[src/rtl/quad_decoder.sv]
// Quadrature encoder decoder: 2-flop synchronizers, per-channel glitch filters,
// and a phase-transition decoder that drives a wrapping position counter.
module quad_decoder #(
  parameter int WIDTH      = 4,
  parameter int FILTER_LEN = 2
) (
  input  logic             clk,
  input  logic             rst,
  input  logic             a,
  input  logic             b,
  input  logic             clr,
  output logic [WIDTH-1:0] count,
  output logic             up_down,
  output logic             step,
  output logic             wrap,
  output logic             err
);

  localparam int MIS_W = 4;

  typedef enum logic [1:0] {
    MV_NONE,
    MV_UP,
    MV_DOWN,
    MV_ILLEGAL
  } move_e;

  // Phase vectors are {a, b}; index 1 is channel A, index 0 is channel B.
  logic [1:0]            sync1_q, sync2_q;
  logic [1:0]            filt_q, filt_d;
  logic [1:0]            prev_q;
  logic [1:0][MIS_W-1:0] mis_q, mis_d;
  logic [WIDTH-1:0]      count_q, count_d;
  logic                  ud_q, ud_d;
  logic                  step_q, step_d;
  logic                  wrap_q, wrap_d;
  logic                  err_q, err_d;
  move_e                 move;

  always_comb begin
    filt_d = filt_q;
    mis_d  = mis_q;
    for (int unsigned ch = 0; ch < 2; ch++) begin
      if (sync2_q[ch] != filt_q[ch]) begin
        // Accept the new level on the edge where the run length reaches FILTER_LEN.
        if (mis_q[ch] == MIS_W'(FILTER_LEN - 1)) begin
          filt_d[ch] = sync2_q[ch];
          mis_d[ch]  = '0;
        end else begin
          mis_d[ch]  = mis_q[ch] + MIS_W'(1);
        end
      end else begin
        mis_d[ch] = '0;
      end
    end
  end

  always_comb begin
    move = MV_NONE;
    case ({prev_q, filt_q})
      4'b00_10, 4'b10_11, 4'b11_01, 4'b01_00: move = MV_UP;
      4'b00_01, 4'b01_11, 4'b11_10, 4'b10_00: move = MV_DOWN;
      default: if ((prev_q ^ filt_q) == 2'b11) move = MV_ILLEGAL;
    endcase
  end

  always_comb begin
    count_d = count_q;
    ud_d    = ud_q;
    step_d  = 1'b0;
    wrap_d  = 1'b0;
    err_d   = err_q;
    if (clr) begin
      count_d = '0;
      err_d   = 1'b0;
    end else begin
      case (move)
        MV_UP: begin
          count_d = count_q + WIDTH'(1);
          ud_d    = 1'b1;
          step_d  = 1'b1;
          wrap_d  = (count_q == '1);
        end
        MV_DOWN: begin
          count_d = count_q - WIDTH'(1);
          ud_d    = 1'b0;
          step_d  = 1'b1;
          wrap_d  = (count_q == '0);
        end
        MV_ILLEGAL: err_d = 1'b1;
        default: ;
      endcase
    end
  end

  always_ff @(posedge clk or negedge rst) begin
    if (!rst) begin
      sync1_q <= '0;
      sync2_q <= '0;
      filt_q  <= '0;
      prev_q  <= '0;
      mis_q   <= '0;
      count_q <= '0;
      ud_q    <= 1'b0;
      step_q  <= 1'b0;
      wrap_q  <= 1'b0;
      err_q   <= 1'b0;
    end else begin
      sync1_q <= {a, b};
      sync2_q <= sync1_q;
      filt_q  <= filt_d;
      prev_q  <= filt_q;
      mis_q   <= mis_d;
      count_q <= count_d;
      ud_q    <= ud_d;
      step_q  <= step_d;
      wrap_q  <= wrap_d;
      err_q   <= err_d;
    end
  end

  assign count   = count_q;
  assign up_down = ud_q;
  assign step    = step_q;
  assign wrap    = wrap_q;
  assign err     = err_q;

endmodule

[config.mk]
export PLATFORM = sky130hd
export DESIGN_NAME = quad_decoder
export DESIGN_NICKNAME = d
export VERILOG_FILES = /design/src/rtl/quad_decoder.sv
export SDC_FILE = /design/constraint.sdc
export NUM_CORES = 1
export LEC_CHECK = 0
export CAP_MARGIN = 0
export CORE_MARGIN = 10
export CORE_UTILIZATION = 57
export CTS_BUF_LIST = sky130_fd_sc_hd__clkbuf_4
export DETAILED_ROUTE_END_ITERATION = 12
export HOLD_SLACK_MARGIN = 0.02
export PLACE_DENSITY = 0.89
export SLEW_MARGIN = 40
export SYNTH_ARGS = -nofsm -noshare
export SYNTH_HDL_FRONTEND = slang
export SYNTH_SLANG_ARGS = --single-unit
[constraint.sdc]
create_clock -name clk -period 2.55 [get_ports clk]
set_input_delay 0.765 -clock clk [delete_from_list [all_inputs] [get_ports clk]]
set_output_delay 0.765 -clock clk [all_outputs]
set_load 0.02 [all_outputs]
# Word level (Yosys, flattened, before mapping)
# Cells that the tools add are included.
# word_totals
regBits	24
input_bits	5
wordCells	60
# classes
addsub	4
n_eq_ne	17
muxes	15
bitwise	2
reduce_logical	10
# ops
cell	n
== test 4 bit, second input constant	5
two-way mux 4 bit	5
adder 4 x 1 -> 4 bit, second input constant	3
== test 4 x 1 -> 1 bit, second input constant	3
== test 4 x 3 -> 1 bit, second input constant	2
one-hot mux 4 bit (2 select lines)	1
OR reduction 4 bit	2
== test 2 bit, second input constant	3
AND reduction 2 bit	3
two-way mux 1 bit	5
== test 4 x 2 -> 1 bit, second input constant	1
logical NOT 4 bit	1
one-hot mux 1 bit (2 select lines)	2
one-hot mux 2 bit (2 select lines)	1
nonzero test 2 bit	2
subtractor 4 x 1 -> 4 bit, second input constant	1
nonzero test 3 bit	1
== test 2 x 1 -> 1 bit, second input constant	1
two-way mux 2 bit	1
inequality test 1 bit	2
OR reduction 2 bit	1
XOR 2 bit	1
inverter 1 bit	1

# Longest topological paths before layout
# depth
depth_word	8
mapped_depth	9
depth_no_buf	8

# Least setup slack after synthesis
# No wires, ideal clock.
# synth_timing
path_kind	reg-to-reg
startpoint	register filt_q[1]
endpoint	register count_q[3], in the netlist count[3]
setup_ps	132
arrival_time_ps	2190
t_required_ps	2418
path_slack_ps	229
path_stages_with_launch	10
path_buffers	1
synth_period_minus_slack_ps	2321
path_cell_list	dfrtp_1 -> buf_2 -> nor2b_1 -> o21ai_0 -> o21ai_0 -> ha_1 -> ha_1 -> a21oi_1 -> a2111oi_0 -> or3b_1
# synth_via
elab_chain_cells	7
elab_cells_between_ends	19
classes_between	eq/ne: 11; mux: 4; bitwise: 1; reduce/logical: 3
# synth_rtl
item	line_no	text
start: declaration	30	logic [1:0] filt_q, filt_d;
start signal: assignment	111	filt_q <= filt_d;
XOR 2 bit	63	default: if ((prev_q ^ filt_q) == 2'b11) move = MV_ILLEGAL;
== test 2 bit	63	
two-way mux 2 bit	63	
one-hot mux 2 bit (2 select lines) *	60	case ({prev_q, filt_q})
== test 2 bit / == test 2 x 1 -> 1 bit (equally long branches)	77	case (move)
one-hot mux 4 bit (2 select lines)	77	
two-way mux 4 bit	73	if (clr) begin
end signal: assignment	114	count_q <= count_d;
end: declaration	33	logic [WIDTH-1:0] count_q, count_d;
# Every way passes the cells marked *; elsewhere a longest branch is shown, timed or not.
# A chain may end at the register's enable or synchronous reset.

# Worst setup path after layout
# Same ends and word-level chain as after synthesis.

==> out/metrics.csv <==
stage,metric,value,unit
run_status,status,"finished, final reports clean",
setup_path,worstPathMaxFanout,11,
setup_path,startpoint,filt_q[1],
clock_tree,clk_pin_slew_worst_paths,0.12,ns
final_layout,nets,137,
flow_run,cap_violations,0,
floorplanning,fp.dieW,65.2,µm
sta,slew_viol_final,0,
synthesis,synth_area,1160,µm²
clock_tree,worst_skew_pair.late_latency,0.30,ns
floorplanning,core,1940,µm²
setup_path,crit_slowest_cell,dfrtp_2,
floorplanning,row_count,16,
setup_path,rr_startpoint,filt_q[1],
global_routing,grt_max_degree,25,
global_routing,grt_pass1_vias,751,
setup_path,required,2.75,ns
final_layout,area_growth,15.8,%
sta,max_freq,0.419,GHz
min_path,hold_path.class,reg -> reg,
routing,wl,1.90,mm
power,clkPwrFrac,9.4,%
clock_tree,cts_hold_buf,0,
routing,wl_met2,916,µm
clock_tree,cts_tree,yes,
place,hpwl,1.51,mm
sta,min_period_over_period,93.7,%
min_path,holdCritStartpoint,sync1_q[0],
setup_path,cp_slowest_stage_delay,0.48,ns
global_routing,antenna_found_initial,0,
final_layout,n_antenna_cell,0,
power,p_leak,0.615,nW
setup_path,cp_cell_sequence,nor2b_1 > o21ai_0 > o21ai_0 > ha_1 > buf_4 > ha_1 > nand3_1 > o211ai_1 > or3b_1,
routing,route.detailed.drc,0,
final_layout,fillCellCount,141,
floorplanning,die_h,65.2,µm
clock_tree,clock-sinks,24,
synthesis,syn_nets,121,
routing,drt_iter0_markers,17,
floorplanning,initial_core_util,59.9,%
synthesis,yosys_warnings,0,
synthesis,ys_seq_elements,24,
routing,met3WireLength,41,µm
power,intPower,0.965,mW
global_routing,grt_usage,9.47,%
floorplanning,dieArea,4250,µm²
synthesis,avgSynthCellArea,11.0,µm²
synthesis,yosys.cell_types.count,29,
synthesis,syn_inst,106,
routing,vias,770,
routing,wl_per_cell,12.9,µm
sta,setup-violations-final,0,
sta,hold_viol,0,
place,portBuffers,12,
setup_path,startpoint_type,register,
power,swShare,42.1,%
clock_tree,root_buffer,clkbuf_4,
setup_path,worstSetupEndpointType,register,
sta,relSlewSlack,79.2,%
global_routing,grt_pass1_wl,3.29,mm
clock_tree,cts_made_buffers,3,
sta,worstMarginPinSlew,0.309,ns
clock_tree,post_cts_resized,0,
clock_tree,cts_setup_buffers,0,
setup_path,crit_type,reg -> reg,
global_routing,grt-ovfl-total,0,
sta,fin_ws,0.161,ns
clock_tree,clock_path_buffers,2,
final_layout,drive_gt1_share,9.17,%
power,power_density,1240,nW/µm²
synthesis,synth_top_area_share,51.7,%
routing,top_layer,met4,
sta,fin_tns_setup,0,ns
synthesis,ys_seq_area_share,51.7,%
setup_path,cp.arrival,2.58,ns
power,ir_worst_vdd,0.927,mV
sta,skew,0.00189,ns
sta,min_period,2.39,ns
place,gp_congestion,0.736,
routing,ant_nets,0,
clock_tree,htree_levels,1,
routing,m1WireLength,921,µm
routing,vias_per_cell,5.24,
synthesis,synth_area_leader_cell,dfrtp_1,
place,place_ws,0.101,ns
routing,drtPass1Iterations,2,
power,p_seq_share,37.4,%
power,switchingPower,0.701,mW
floorplanning,ios,13,
synthesis,synthTopCellsByArea,"dfrtp_1, ha_1, nor2_1",
sta,rsz0062_at_grt,no,
power,power_frac_comb,53.2,%
==> logic make-up (layout without fill, tap and decap cells) <==
family | Yosys count | count (layout) | synth area share, %
AOI/OAI and AO/OA | 18 | 18 | 10.0
xor gates and xnor gates | 8 | 8 | 6.03
adders and majority gates | 10 | 10 | 11.4
buffers and inverters | 7 | 21 | 3.23
DFF | 24 | 24 | 51.7
muxes | 3 | 3 | 2.80
and+or+nand+nor | 36 | 36 | 14.9
==> layout by cell type (no fill, tap or decap) <==
cell	n
and3_1	1
o21ai_0	5
a21oi_2	1
o211ai_1	2
clkdlybuf4s50_1	12
nor2b_1	1
and2b_1	1
o21a_1	2
dfrtp_2	1
o31ai_1	1
a2111oi_2	1
inv_1	3
xor2_1	4
nor3_1	2
nand2_1	5
dfrtp_1	23
nor3b_1	2
a21o_1	3
or4b_1	1
nor4_1	1
xnor2_1	4
buf_4	3
or3b_1	1
a21boi_0	1
nand3_1	4
nor2_1	17
ha_1	9
clkbuf_4	3
a21oi_1	2
fa_1	1
mux2_2	2
mux2i_1	1
==> per-stage QoR <==
stage	instance area [µm²]	utilization, %	hold WS (ns)	instances	total power, mW
6_report	1350	69.3	0.363	147	1.67
5_1_grt	1350	69.3	0.370	147	1.82
4_1_cts	1340	68.8	0.365	147	1.66
3_5_place_dp	1310	67.6	0.338	144	1.50
3_3_place_gp	1310	67.6	0.337	144	1.45
2_1_floorplan	1160	-	0.331	106	1.27
==> Yosys cell counts (all sizes together) <==
cell	number
ha	9
mux2i	1
o31ai	1
nor3b	2
a2111oi	1
or3b	1
xnor2	4
xor2	4
and2b	1
dfrtp	24
and3	1
fa	1
a21boi	1
nand2	5
nor2	17
nor3	2
nor4	1
buf	4
a21o	3
inv	3
mux2	2
o211ai	2
nand3	4
o21a	2
a21oi	3
or4b	1
nor2b	1
o21ai	5
==> worst max-delay path: cells and delay by family, from the launching register on <==
family | cells | cell delay, ns
AO/OA/AOI/OAI | 3 | 0.48
adder cells (fa/ha/maj) | 2 | 0.50
buffers and inverters | 1 | 0.17
flip-flops | 1 | 0.48
AND/OR/NAND/NOR | 3 | 0.63
==> state kept, by name, summed over array words and instances, names as in the netlist <==
signal	count
filt_q	2
sync1_q	2
mis_q	8
wrap	1
step	1
sync2_q	2
prev_q	2
err	1
up_down	1
count	4
==> layout make-up <==
class	count	area [µm²]	share of cell area, %
clock buffers	3	22.5	1.67
inverters	3	11.3	0.836
multi-input cells	75	534	39.7
well taps	27	33.8	2.51
repair buffers	15	143	10.6
flip-flops and latches	24	602	44.7
==> metal layers <==
metal  global-route usage (%)  up-vias
met3                     2.20        2
met2                     15.5        9
met5                        0        -
li1                         -      389
met1                     11.8      370
met4                     3.74        0
==> final timing paths <==
check                        endpoint  slack [ns]  cells after the start
max                          count[3]        0.16                      9
max in group asynchronous   filt_q[1]        1.51                      2
min in group asynchronous    mis_q[1]        0.79                      2
min reg2reg                sync2_q[0]        0.36                      0
min                        sync2_q[0]        0.36                      0
max reg2reg                  count[3]        0.16                      9
==> power by group through the flow <==
| stage | sequential (mW) | clock [mW] | combinational, mW |
|---|---|---|---|
| global route | 0.646 | 0.178 | 0.995 |
| floorplan | 0.631 | 0 | 0.643 |
| detailed placement | 0.630 | 0 | 0.872 |
| CTS | 0.621 | 0.160 | 0.878 |
| global placement | 0.619 | 0 | 0.829 |
| finish | 0.623 | 0.157 | 0.885 |
(Power assumes the default switching activity.)
